[src/rtl/switch_debounce.sv]
`default_nettype none
// ============================================================================
// Module   : switch_debounce
// Brief    : Two-flop synchroniser plus shared-tick debouncer for slide
//            switches; publishes clean level, rise/fall pulses and zero flag.
// Revision : 1.0 - initial release
// ============================================================================
module switch_debounce #(
    parameter int          WIDTH          = 8,
    parameter logic [23:0] SAMPLE_DIV     = 24'd10_000,
    parameter int          STABLE_SAMPLES = 8
) (
    input  logic             clk,
    input  logic             reset,
    input  logic [WIDTH-1:0] sw_in,
    output logic [WIDTH-1:0] sw_out,
    output logic [WIDTH-1:0] sw_rise,
    output logic [WIDTH-1:0] sw_fall,
    output logic             changed,
    output logic             sw_is_zero,
    output logic             sample_tick
);

    localparam logic [23:0] c_DIV_LAST = SAMPLE_DIV - 24'd1;
    localparam logic [3:0]  c_CNT_LAST = 4'(STABLE_SAMPLES - 1);

    logic [WIDTH-1:0] r_s1;
    logic [WIDTH-1:0] r_s2;
    logic [23:0]      r_div;
    logic             r_tick;
    logic [3:0]       r_cnt [WIDTH];
    logic [WIDTH-1:0] r_out;
    logic [WIDTH-1:0] r_rise;
    logic [WIDTH-1:0] r_fall;
    logic             r_changed;
    logic             r_zero;
    logic [WIDTH-1:0] w_next_out;

    always_ff @(posedge clk) begin
        if (reset) begin
            r_s1   <= '0;
            r_s2   <= '0;
            r_div  <= '0;
            r_tick <= 1'b0;
        end else begin
            r_s1   <= sw_in;
            r_s2   <= r_s1;
            r_tick <= (r_div == c_DIV_LAST);
            r_div  <= (r_div == c_DIV_LAST) ? 24'd0 : r_div + 24'd1;
        end
    end

    // Each bit counts consecutive differing ticks; any agreeing tick restarts it.
    generate
        for (genvar i = 0; i < WIDTH; i++) begin : g_bit
            logic [3:0] w_cnt_nxt;
            logic       w_out_nxt;

            always_comb begin
                w_cnt_nxt = r_cnt[i];
                w_out_nxt = r_out[i];
                if (r_tick) begin
                    if (r_s2[i] == r_out[i]) begin
                        w_cnt_nxt = 4'd0;
                    end else if (r_cnt[i] == c_CNT_LAST) begin
                        w_out_nxt = r_s2[i];
                        w_cnt_nxt = 4'd0;
                    end else begin
                        w_cnt_nxt = r_cnt[i] + 4'd1;
                    end
                end
            end

            assign w_next_out[i] = w_out_nxt;

            always_ff @(posedge clk) begin
                if (reset) begin
                    r_cnt[i] <= 4'd0;
                end else begin
                    r_cnt[i] <= w_cnt_nxt;
                end
            end
        end
    endgenerate

    // Pulses and zero flag derive from the next level so they land with sw_out.
    always_ff @(posedge clk) begin
        if (reset) begin
            r_out     <= '0;
            r_rise    <= '0;
            r_fall    <= '0;
            r_changed <= 1'b0;
            r_zero    <= 1'b1;
        end else begin
            r_out     <= w_next_out;
            r_rise    <= w_next_out & ~r_out;
            r_fall    <= ~w_next_out & r_out;
            r_changed <= |(w_next_out ^ r_out);
            r_zero    <= (w_next_out == '0);
        end
    end

    assign sw_out      = r_out;
    assign sw_rise     = r_rise;
    assign sw_fall     = r_fall;
    assign changed     = r_changed;
    assign sw_is_zero  = r_zero;
    assign sample_tick = r_tick;

endmodule
`default_nettype wire

[config.mk]
export PLATFORM = sky130hd
export DESIGN_NAME = switch_debounce
export DESIGN_NICKNAME = d
export VERILOG_FILES = /design/src/rtl/switch_debounce.sv
export SDC_FILE = /design/constraint.sdc
export NUM_CORES = 1
export LEC_CHECK = 0
export ABC_AREA = 1
export BUFFER_PORTS_ARGS = -buffer_cell sky130_fd_sc_hd__buf_2
export CAP_MARGIN = 0
export CORE_MARGIN = 2
export CORE_UTILIZATION = 39
export DETAILED_ROUTE_END_ITERATION = 6
export PLACE_DENSITY = 0.55
export SYNTH_ARGS = -nofsm -noshare
export SYNTH_HDL_FRONTEND = slang
export SYNTH_SLANG_ARGS = --single-unit
[constraint.sdc]
create_clock -name clk -period 1.8 [get_ports clk]
set_input_delay 0.36 -clock clk [delete_from_list [all_inputs] [get_ports clk]]
set_output_delay 0.36 -clock clk [all_outputs]
set_load 0.05 [all_outputs]
==> results of run 1 <==
-- registers in the layout, summed over array words and instances, names as in the netlist --
signal	count
r_cnt	32
r_div	24
r_s1	8
r_s2	8
sw_fall	8
sw_out	8
sw_rise	8
changed	1
sample_tick	1
sw_is_zero	1
-- worst min-delay path: stages --
cell and delay (ns):
buf_2 0.07, inv_1 0.03, nor2_1 0.06
-- area by class of cell --
cell class / count / area, µm² / share of cell area (%)
repair buffers: 45 / 260 / 5.08
multi-input cells: 403 / 2090 / 40.8
well taps: 140 / 175 / 3.42
inverters: 78 / 293 / 5.72
clock inverters: 6 / 65.1 / 1.27
flip-flops and latches: 99 / 2000 / 39.0
clock buffers: 10 / 239 / 4.67
-- what timing repair did --
action,CTS,global route
endpoints found under the setup margin,0,1
buffers inserted,0,1
gates resized for setup,0,31
-- per-layer routing --
metal / track usage (%) / up-vias / routed length [µm] / part of all wire, %
li1: - / 1947 / - / -
met2: 25.7 / 60 / 4230 / 46
met3: 5.23 / 13 / 403 / 4.3
met1: 21.4 / 1676 / 4490 / 48
met4: 5.54 / 0 / 155 / 1.7
met5: 0 / - / 0 / 0
-- stage by stage --
step | cell area (µm²) | TNS (ns) | setup slack, ns
2_1_floorplan | 4400 | 0 | 0.0331
3_3_place_gp | 4740 | 0 | 0.121
3_5_place_dp | 4740 | 0 | 0.0576
4_1_cts | 5050 | 0 | 0.0429
5_1_grt | 5120 | -0.0277 | -0.0277
6_report | 5120 | 0 | 0.146
-- cell usage after synthesis (6+ instances only) --
cell type  number
nand2_1       135
dfxtp_1        99
nor2_1         97
inv_1          77
a21oi_1        38
nand3_1        35
ha_1           18
nor3_1         15
xor2_1         11
buf_2           8
a211oi_1        6
nand4_1         6
o21a_1          6
xnor2_1         6
-- worst paths after layout --
path | startpoint | endpoint | slack (ns) | depth (start not counted)
hold reg to reg | r_s1[5] | r_s2[5] | 0.40 | 2
setup / recovery | r_cnt[1][8] | changed | 0.15 | 10
setup reg to reg | r_cnt[1][8] | changed | 0.15 | 10
hold / removal | sw_in[1] | r_s1[1] | 0.21 | 3
-- power breakdown --
group	leakage (µW)	switching [µW]	total, µW	internal, µW
Sequential	0.000808	13.9	2230	2210
Clock	0.000137	827	1940	1110
Combinational	0.00120	69.3	102	32.3
Total	0.00214	911	4270	3360
-- cells by family after synthesis --
family	after synthesis	synth area share (%)
flip-flops	99	45.1
buffers and inverters	94	8.59
adder cells (fa/ha/maj)	18	5.12
AO/OA/AOI/OAI	55	7.08
XOR/XNOR	17	3.38
AND/OR/NAND/NOR	313	30.8
==> metrics.txt, run 1 <==
placed insts around 760; # fillers roughly 1,100; clk sink count just under 100; HPWL Detailed about 6700 µm; crit end category flop; area share of the largest cell type after synthesis a little under half; Synth area leader dfxtp_1; final worst-path cycle share between 90% and 100%; min Tclk post-route 1.65 ns; 1st-iter DRT viols 140; critical path buffer and inverter count 1; first-pass GRT wire length ~15,000 µm; Critical Path AT around 1.9 ns; outcome finished, final reports clean; worst hold path type in -> reg; Max-Cap Viols 0; Worst Path Required between 2 and 2.5 ns; final core occ a little under half; # diodes 0; initial core utilization 40.2%; gr ovfl total 0; cell family with most CP delay simple AND/OR/NAND/NOR gates; largest net degree at the start of global routing 30; routability cong. approximately 0.8; Clock Path Buffers 2; CTS tree yes; routed len/inst approximately 12 µm; hold buffers post-CTS 0; crit path max fanout 4; Slew Limit Fails 0; PwrDens around 830 nW/µm²; Post-Synthesis Net Count between 600 and 700; Synth-to-Final Area Change 16.4%; CP max stage cell dfxtp_2; Slew headroom between 70% and 80%; Yosys warnings 0; share of layout cells above drive strength 1 between 15 and 20%; via density per instance ~4.7; Routed WL about 9300 µm; number of synthesized flops with an enable pin 0; fin cells between 700 and 800; IO Count 37; Pleak around 0.0021 µW; Post-Syn Area 4400 µm²; DR vias ~3,700; overall power ~4300 µW; Die X about 110 µm; Gate Count Post-Synth between 500 and 600; DRC 0; clock-pin slew on the worst setup and hold paths approximately 0.070 ns; initial antenna violation count 0; CTS root buffer clkbuf_16; CP max stage delay about 0.35 ns; Core ar. ~11,000 µm²; post-synth cell types 32; final hold vios 0; H-tree depth 3; clock latency on the worst-skew pair ~0.34 ns; syn avg cell area approximately 7.4 µm²; register area share after synthesis 45.1%; Site Rows 38; Layout Nets between 600 and 700; Setup Crit Path Kind reg -> reg; Seq cells post-synth approximately 100; ys flop type dfxtp_1; drt pass-1 iters 4; commonest non-fill, non-tap cell in the layout nand2_1; CP Launch Type flop; clock skew ~0.007 ns; Total GRT Usage 16.4%; Hold WS approximately 0.21 ns; cts bufs inserted 9; Setup Viol. Count Final 0; synth top area cells dfxtp_1, nand2_1, nor2_1, inv_1, ha_1; peak supply drop slightly below 0.6 mV; Die Area around 12,000 µm²; Routed Antenna Nets 0; Least-Margin Pin Slew 0.335 ns; async set or reset register ratio after synthesis 0%; die height between 100 and 150 µm; most frequent cells in the layout nand2_1, nor2_1, dfxtp_1; number of global-route vias before repair between 3,000 and 4,000; port buffer count 36; fmax 605 MHz; CP cell instances ha_1 > nand2_1 > nor2_2 > nand3_2 > nand2_2 > inv_1 > ha_1 > nand4_1 > nor2_1 > nor2_1
No activity file was read; power rests on OpenSTA's default activity.
==> run 2: changes to the inputs <==
CAP_MARGIN = 5   (was 0)
CORE_MARGIN = default   (was 2)
==> run 2 against run 1 <==
Compared with the run above: total power increased by 9.7%; design area increased by 2.4%; die area decreased by 3.6%; first-iteration DRC count decreased by 36%; sequential share of layout area decreased by 0.91 points; highest routed layer unchanged; sequential cell count unchanged; worst setup slack got worse by 0.032 ns; maximum frequency decreased by 1.9%.
==> metrics.txt, run 2 (synthesis gave the netlist of run 1 again) <==
outcome finished, final reports clean (unchanged); setup_tns 0 ns (unchanged); most frequent cells in the layout nand2_1, nor2_1, dfxtp_1 (unchanged); Most Used Layer, Global Route met2 (unchanged); cts bufs inserted 9 (unchanged); Comb pwr share 2.2% (was 2.4%); routed len/inst 11.8 µm (was 11.9 µm); clock latency on the worst-skew pair 0.35 ns (was 0.34 ns); routability cong. 0.801 (was 0.788); clk sink count 99 (unchanged); port buffer count 36 (unchanged); # fillers 1,097 (was 1,103); M1 GR Usage 22.0% (was 21.4%); Pleak 0.00219 µW (was 0.00214 µW); final hold vios 0 (unchanged); switching part of the total power 20.0% (was 21.3%); CTS root buffer clkbuf_16 (unchanged); Site Rows 38 (unchanged); CP max stage cell dfxtp_2 (unchanged); largest net degree at the start of global routing 37 (was 30); met3 Resource Use GR 5.49% (was 5.23%); gr ovfl total 0 (unchanged); CP Launch Type flop (unchanged); final core occ 48.0% (was 46.8%); Worst Path Required 2.03 ns (about the same); final worst-path cycle share 93.7% (was 91.9%); Slew Limit Fails 0 (unchanged); # diodes 0 (unchanged); min Tclk post-route 1.69 ns (was 1.65 ns); drt pass-1 iters 4 (unchanged); DR vias 3,659 (was 3,696); Core ar. 10,900 µm² (unchanged); H-tree depth 3 (unchanged); share of layout cells above drive strength 1 17.9% (was 16.8%); initial core utilization 40.2% (unchanged); Setup Crit Path Kind reg -> reg (unchanged); CP max stage delay 0.34 ns (was 0.35 ns); Max-Cap Viols 0 (unchanged); DRC 0 (unchanged); Routed Antenna Nets 0 (unchanged); HPWL Detailed 6600 µm (was 6710 µm); via density per instance 4.67 (was 4.73); crit end category flop (unchanged); Hold WS 0.210 ns (was 0.212 ns); Die Area 11,700 µm² (was 12,100 µm²); fmax 593 MHz (was 605 MHz); Clock power frac 50.3% (was 45.5%); CP cell instances ha_2 > nand2_2 > nor2_4 > nand3_2 > nand2_2 > inv_1 > ha_1 > nand4_1 > nor2_1 > nor2_1 (was ha_1 > nand2_1 > nor2_2 > nand3_2 > nand2_2 > inv_1 > ha_1 > nand4_1 > nor2_1 > nor2_1); sw power 934 µW (was 911 µW); number of global-route vias before repair 3,392 (was 3,345); crit path max fanout 3 (was 4); first-pass GRT wire length 15,600 µm (was 15,400 µm); Total GRT Usage 17.3% (was 16.4%); max FFs per register 32 (unchanged); pre-CTS WS 0.0163 ns (was 0.0576 ns); PwrDens 893 nW/µm² (was 833 nW/µm²); IO Count 37 (unchanged); CTS tree yes (unchanged); min setup slack post-route 0.114 ns (was 0.146 ns); die height 108 µm (was 110 µm); peak supply drop 0.711 mV (was 0.585 mV); cell family with most CP delay simple AND/OR/NAND/NOR gates (unchanged); clock skew 0.00751 ns (was 0.00692 ns); Critical Path AT 1.92 ns (was 1.89 ns); Layout Nets 667 (was 664); critical path buffer and inverter count 1 (unchanged); Routed WL 9280 µm (was 9290 µm); Synth-to-Final Area Change 19.2% (was 16.4%); met2 Resource Use GR 27.9% (was 25.7%); Least-Margin Pin Slew 0.303 ns (was 0.335 ns); Slew headroom 79.6% (was 77.4%); worst hold path type in -> reg (unchanged); Setup Viol. Count Final 0 (unchanged); commonest non-fill, non-tap cell in the layout nand2_1 (unchanged); 1st-iter DRT viols 90 (was 140); Flop pwr share 47.5% (was 52.2%); Die X 108 µm (was 110 µm); Largest Register r_cnt (unchanged); clock-pin slew on the worst setup and hold paths 0.07 ns (about the same); cell-internal power 3750 µW (was 3360 µW); initial antenna violation count 0 (unchanged); Clock Path Buffers 2 (unchanged); Regs by FF count r_cnt (32), r_div (24) (unchanged)
run 2: cell types whose count changed in the layout (fill, tap and decap cells not counted), sizes merged:
cell / previous run / this run
buf: 45 / 48
clkinv: 1 / 2
bufinv: 1 / 4
clkinvlp: 4 / 0
run 2: path summary, 6_finish.rpt:
check               from  endpoint  slack, ns  depth (start not counted)
max          r_cnt[1][4]   changed       0.11                         10
min             sw_in[6]   r_s1[6]       0.21                          3
max reg2reg  r_cnt[1][4]   changed       0.11                         10
min reg2reg      r_s1[7]   r_s2[7]       0.40                          2
run 2: worst reg2reg max path, delay by kind of cell, from the launching register on:
family                   cells  cell delay [ns]
adder cells (fa/ha/maj)      2             0.45
buffers and inverters        1             0.04
flip-flops                   1             0.34
AND/OR/NAND/NOR              7             0.72
run 2: routing by layer:
layer / vias to the layer above / wire (µm)
li1: 1955 / -
met1: 1637 / 4390
met2: 56 / 4390
met3: 11 / 386
met4: 0 / 114
met5: - / 0
run 2: timing repair:
item / CTS / global route
cloned: 0 / 0
endpoints found under the setup margin: 1 / 1
buffers inserted: 0 / 3
hold buffers: 0 / 0
pin swaps: 0 / 7
gates resized for setup: 1 / 39
run 2: power by group through the flow:
stage                     combinational (µW)  sequential, µW  clock, µW
after detailed placement                 102            2280          0
after global placement                   100            2280          0
after global routing                     118            2230       2490
after floorplan                         75.6            2270          0
final                                    101            2220       2360
after CTS                                102            2230       2410
run 2: cell type report:
type                    count  area, µm²  area share, %
inverters                  78        293           5.58
well taps                 140        175           3.34
repair buffers             48        283           5.39
clock inverters             6        138           2.62
multi-input cells         403       2130           40.6
clock buffers              10        229           4.37
flip-flops and latches     99       2000           38.1
run 2: through the flow:
stage,power [µW],instance area [µm²],instances
3_3_place_gp,2380,4750,765
2_1_floorplan,2350,4400,596
3_5_place_dp,2380,4750,765
4_1_cts,4740,5120,781
5_1_grt,4830,5240,784
6_report,4680,5240,784
==> run 3: changes to the inputs <==
SETUP_SLACK_MARGIN = 0.15   (was default)
==> run 3 against run 2 <==
Compared with the run above: core utilization up 2.1 points; via count increased by 4.2%; clock skew barely moved; largest cell class unchanged; highest routed layer unchanged.
==> metrics.txt, run 3 (synthesis gave the netlist of run 1 again) <==
Largest Register r_cnt (unchanged); port buffer count 36 (unchanged); routed len/inst 12.2 µm (was 11.8 µm); setup_tns 0 ns (unchanged); initial core utilization 40.2% (unchanged); clk sink count 99 (unchanged); Flop pwr share 51.6% (was 47.5%); Die Area 11,700 µm² (unchanged); CTS root buffer clkbuf_16 (unchanged); CP max stage cell dfxtp_2 (unchanged); Pleak 0.00223 µW (was 0.00219 µW); CTS tree yes (unchanged); Least-Margin Pin Slew 0.478 ns (was 0.303 ns); r2r endpoint changed (unchanged); Crit. Startpoint r_cnt[0][5] (was r_cnt[1][4]); HPWL Detailed 6420 µm (was 6600 µm); final worst-path cycle share 89.2% (was 93.7%); Layout Nets 679 (was 667); cell-internal power 3350 µW (was 3750 µW); CP Launch Type flop (unchanged); 1st-iter DRT viols 146 (was 90); critical path's most frequent cell nor2_1; peak supply drop 0.409 mV (was 0.711 mV); Setup Viol. Count Final 0 (unchanged); Die X 108 µm (unchanged); hold buffers post-CTS 0 (unchanged); crit end category flop (unchanged); DR vias 3,811 (was 3,659); RSZ-0062 raised after global routing yes; clock latency on the worst-skew pair 0.35 ns (about the same); hold path startpoint sw_in[1] (was sw_in[6]); number of global-route vias before repair 3,361 (was 3,392); switching part of the total power 21.9% (was 20.0%); CP max stage delay 0.37 ns (was 0.34 ns); Regs by FF count r_cnt (32), r_div (24) (unchanged); Total GRT Usage 16.6% (was 17.3%); Clock power frac 45.9% (was 50.3%); largest net degree at the start of global routing 67 (was 37); IO Count 37 (unchanged); fin cells 796 (was 784); Slew headroom 68.1% (was 79.6%); critical path buffer and inverter count 1 (unchanged); share of layout cells above drive strength 1 22.0% (was 17.9%); cell family with most CP delay simple AND/OR/NAND/NOR gates (unchanged); Comb pwr share 2.5% (was 2.2%); sw power 940 µW (was 934 µW); start of the worst register-to-register path r_cnt[0][5] (was r_cnt[1][4]); final hold vios 0 (unchanged); Setup Crit Path Kind reg -> reg (unchanged); hold depth 3 (unchanged); # diodes 0 (unchanged); via density per instance 4.79 (was 4.67); routability cong. 0.843 (was 0.801); H-tree depth 3 (unchanged); Routed Antenna Nets 0 (unchanged); Slew Limit Fails 0 (unchanged); fmax 623 MHz (was 593 MHz); Hold Crit Endpoint r_s1[1] (was r_s1[6]); initial antenna violation count 0 (unchanged); gr ovfl total 0 (unchanged); Critical Path AT 1.83 ns (was 1.92 ns); max FFs per register 32 (unchanged); Site Rows 38 (unchanged); Worst Path Required 2.03 ns (about the same); first-pass GRT wire length 15,000 µm (was 15,600 µm); most frequent cells in the layout nand2_1, nor2_1, dfxtp_1 (unchanged); placed insts 765 (unchanged); Core ar. 10,900 µm² (unchanged); worst hold path type in -> reg (unchanged); clock skew 0.00744 ns (was 0.00751 ns); Synth-to-Final Area Change 24.3% (was 19.2%); cts bufs inserted 9 (unchanged); die height 108 µm (unchanged); reg-to-reg slack, setup 0.19 ns (was 0.11 ns); outcome finished, final reports clean (unchanged); PwrDens 784 nW/µm² (was 893 nW/µm²); Routed WL 9750 µm (was 9280 µm); DRC 0 (unchanged); Clock Path Buffers 2 (unchanged); Max-Cap Viols 0 (unchanged); min Tclk post-route 1.61 ns (was 1.69 ns); CP cell instances ha_4 > nand2_1 > nor2_2 > nand3_1 > nand2_2 > inv_1 > ha_1 > nand4_1 > nor2_1 > nor2_1 (was ha_2 > nand2_2 > nor2_4 > nand3_2 > nand2_2 > inv_1 > ha_1 > nand4_1 > nor2_1 > nor2_1); Worst Reg-to-Reg Cells 10 (unchanged); clock-pin slew on the worst setup and hold paths 0.07 ns (about the same); drt pass-1 iters 5 (was 4); crit path max fanout 3 (unchanged); commonest non-fill, non-tap cell in the layout nand2_1 (unchanged)
[run 3: what timing repair did]
| action | in CTS | in global routing |
|---|---|---|
| endpoints found under the hold margin | 0 | 0 |
| gates cloned | 0 | 2 |
| endpoints found under the setup margin | 2 | 26 |
| pin swaps | 3 | 23 |
| gates resized for setup | 16 | 58 |
| buffers inserted | 2 | 11 |
[run 3: routing by layer]
layer / GRT usage [%] / part of all wire [%]
met1: 21.6 / 48
met2: 26.6 / 47
met3: 2.65 / 3.1
met4: 8.12 / 2.0
met5: 0 / 0
[run 3: area by class of cell]
cell class / instances / area, µm²
flip-flops and latches: 99 / 2020
clock buffers: 10 / 239
clock inverters: 6 / 63.8
well taps: 140 / 175
repair buffers: 59 / 398
multi-input cells: 404 / 2280
inverters: 78 / 293
fillers: 1082 / 5470
[run 3: power groups by stage]
| stage | clock network, µW | registers [µW] | logic (µW) |
|---|---|---|---|
| floorplan | 0 | 2270 | 75.6 |
| global placement | 0 | 2270 | 101 |
| detailed placement | 0 | 2280 | 103 |
| CTS | 2010 | 2220 | 103 |
| global route | 2100 | 2220 | 125 |
| finish | 1970 | 2210 | 107 |
[run 3: worst max-delay path by stage]
| stage | endpoint | slack [ns] | depth (start not counted) |
|---|---|---|---|
| after global placement | changed | 0.13 | 10 |
| after floorplan | changed | 0.24 | 9 |
| after CTS | changed | 0.14 | 10 |
| final | changed | 0.19 | 10 |
| after detailed placement | changed | 0.10 | 10 |
| after global routing | changed | 0.11 | 10 |
[run 3: per-stage QoR]
step | power [µW] | hold WS, ns | util, % | worst slack, ns | instance area, µm²
after floorplan | 2350 | 0.388 | - | 0.241 | 4400
after global placement | 2380 | 0.392 | 43.6 | 0.130 | 4760
after detailed placement | 2380 | 0.395 | 43.6 | 0.102 | 4760
after CTS | 4340 | 0.208 | 46.8 | 0.137 | 5110
after global routing | 4440 | 0.211 | 50.0 | 0.110 | 5470
final | 4290 | 0.214 | 50.0 | 0.194 | 5470
[run 3: worst reg2reg max path, delay by kind of cell, from the launching register on]
family,cells,cell delay (ns)
adder cells (fa/ha/maj),2,0.40
AND/OR/NAND/NOR,7,0.67
flip-flops,1,0.37
buffers and inverters,1,0.04
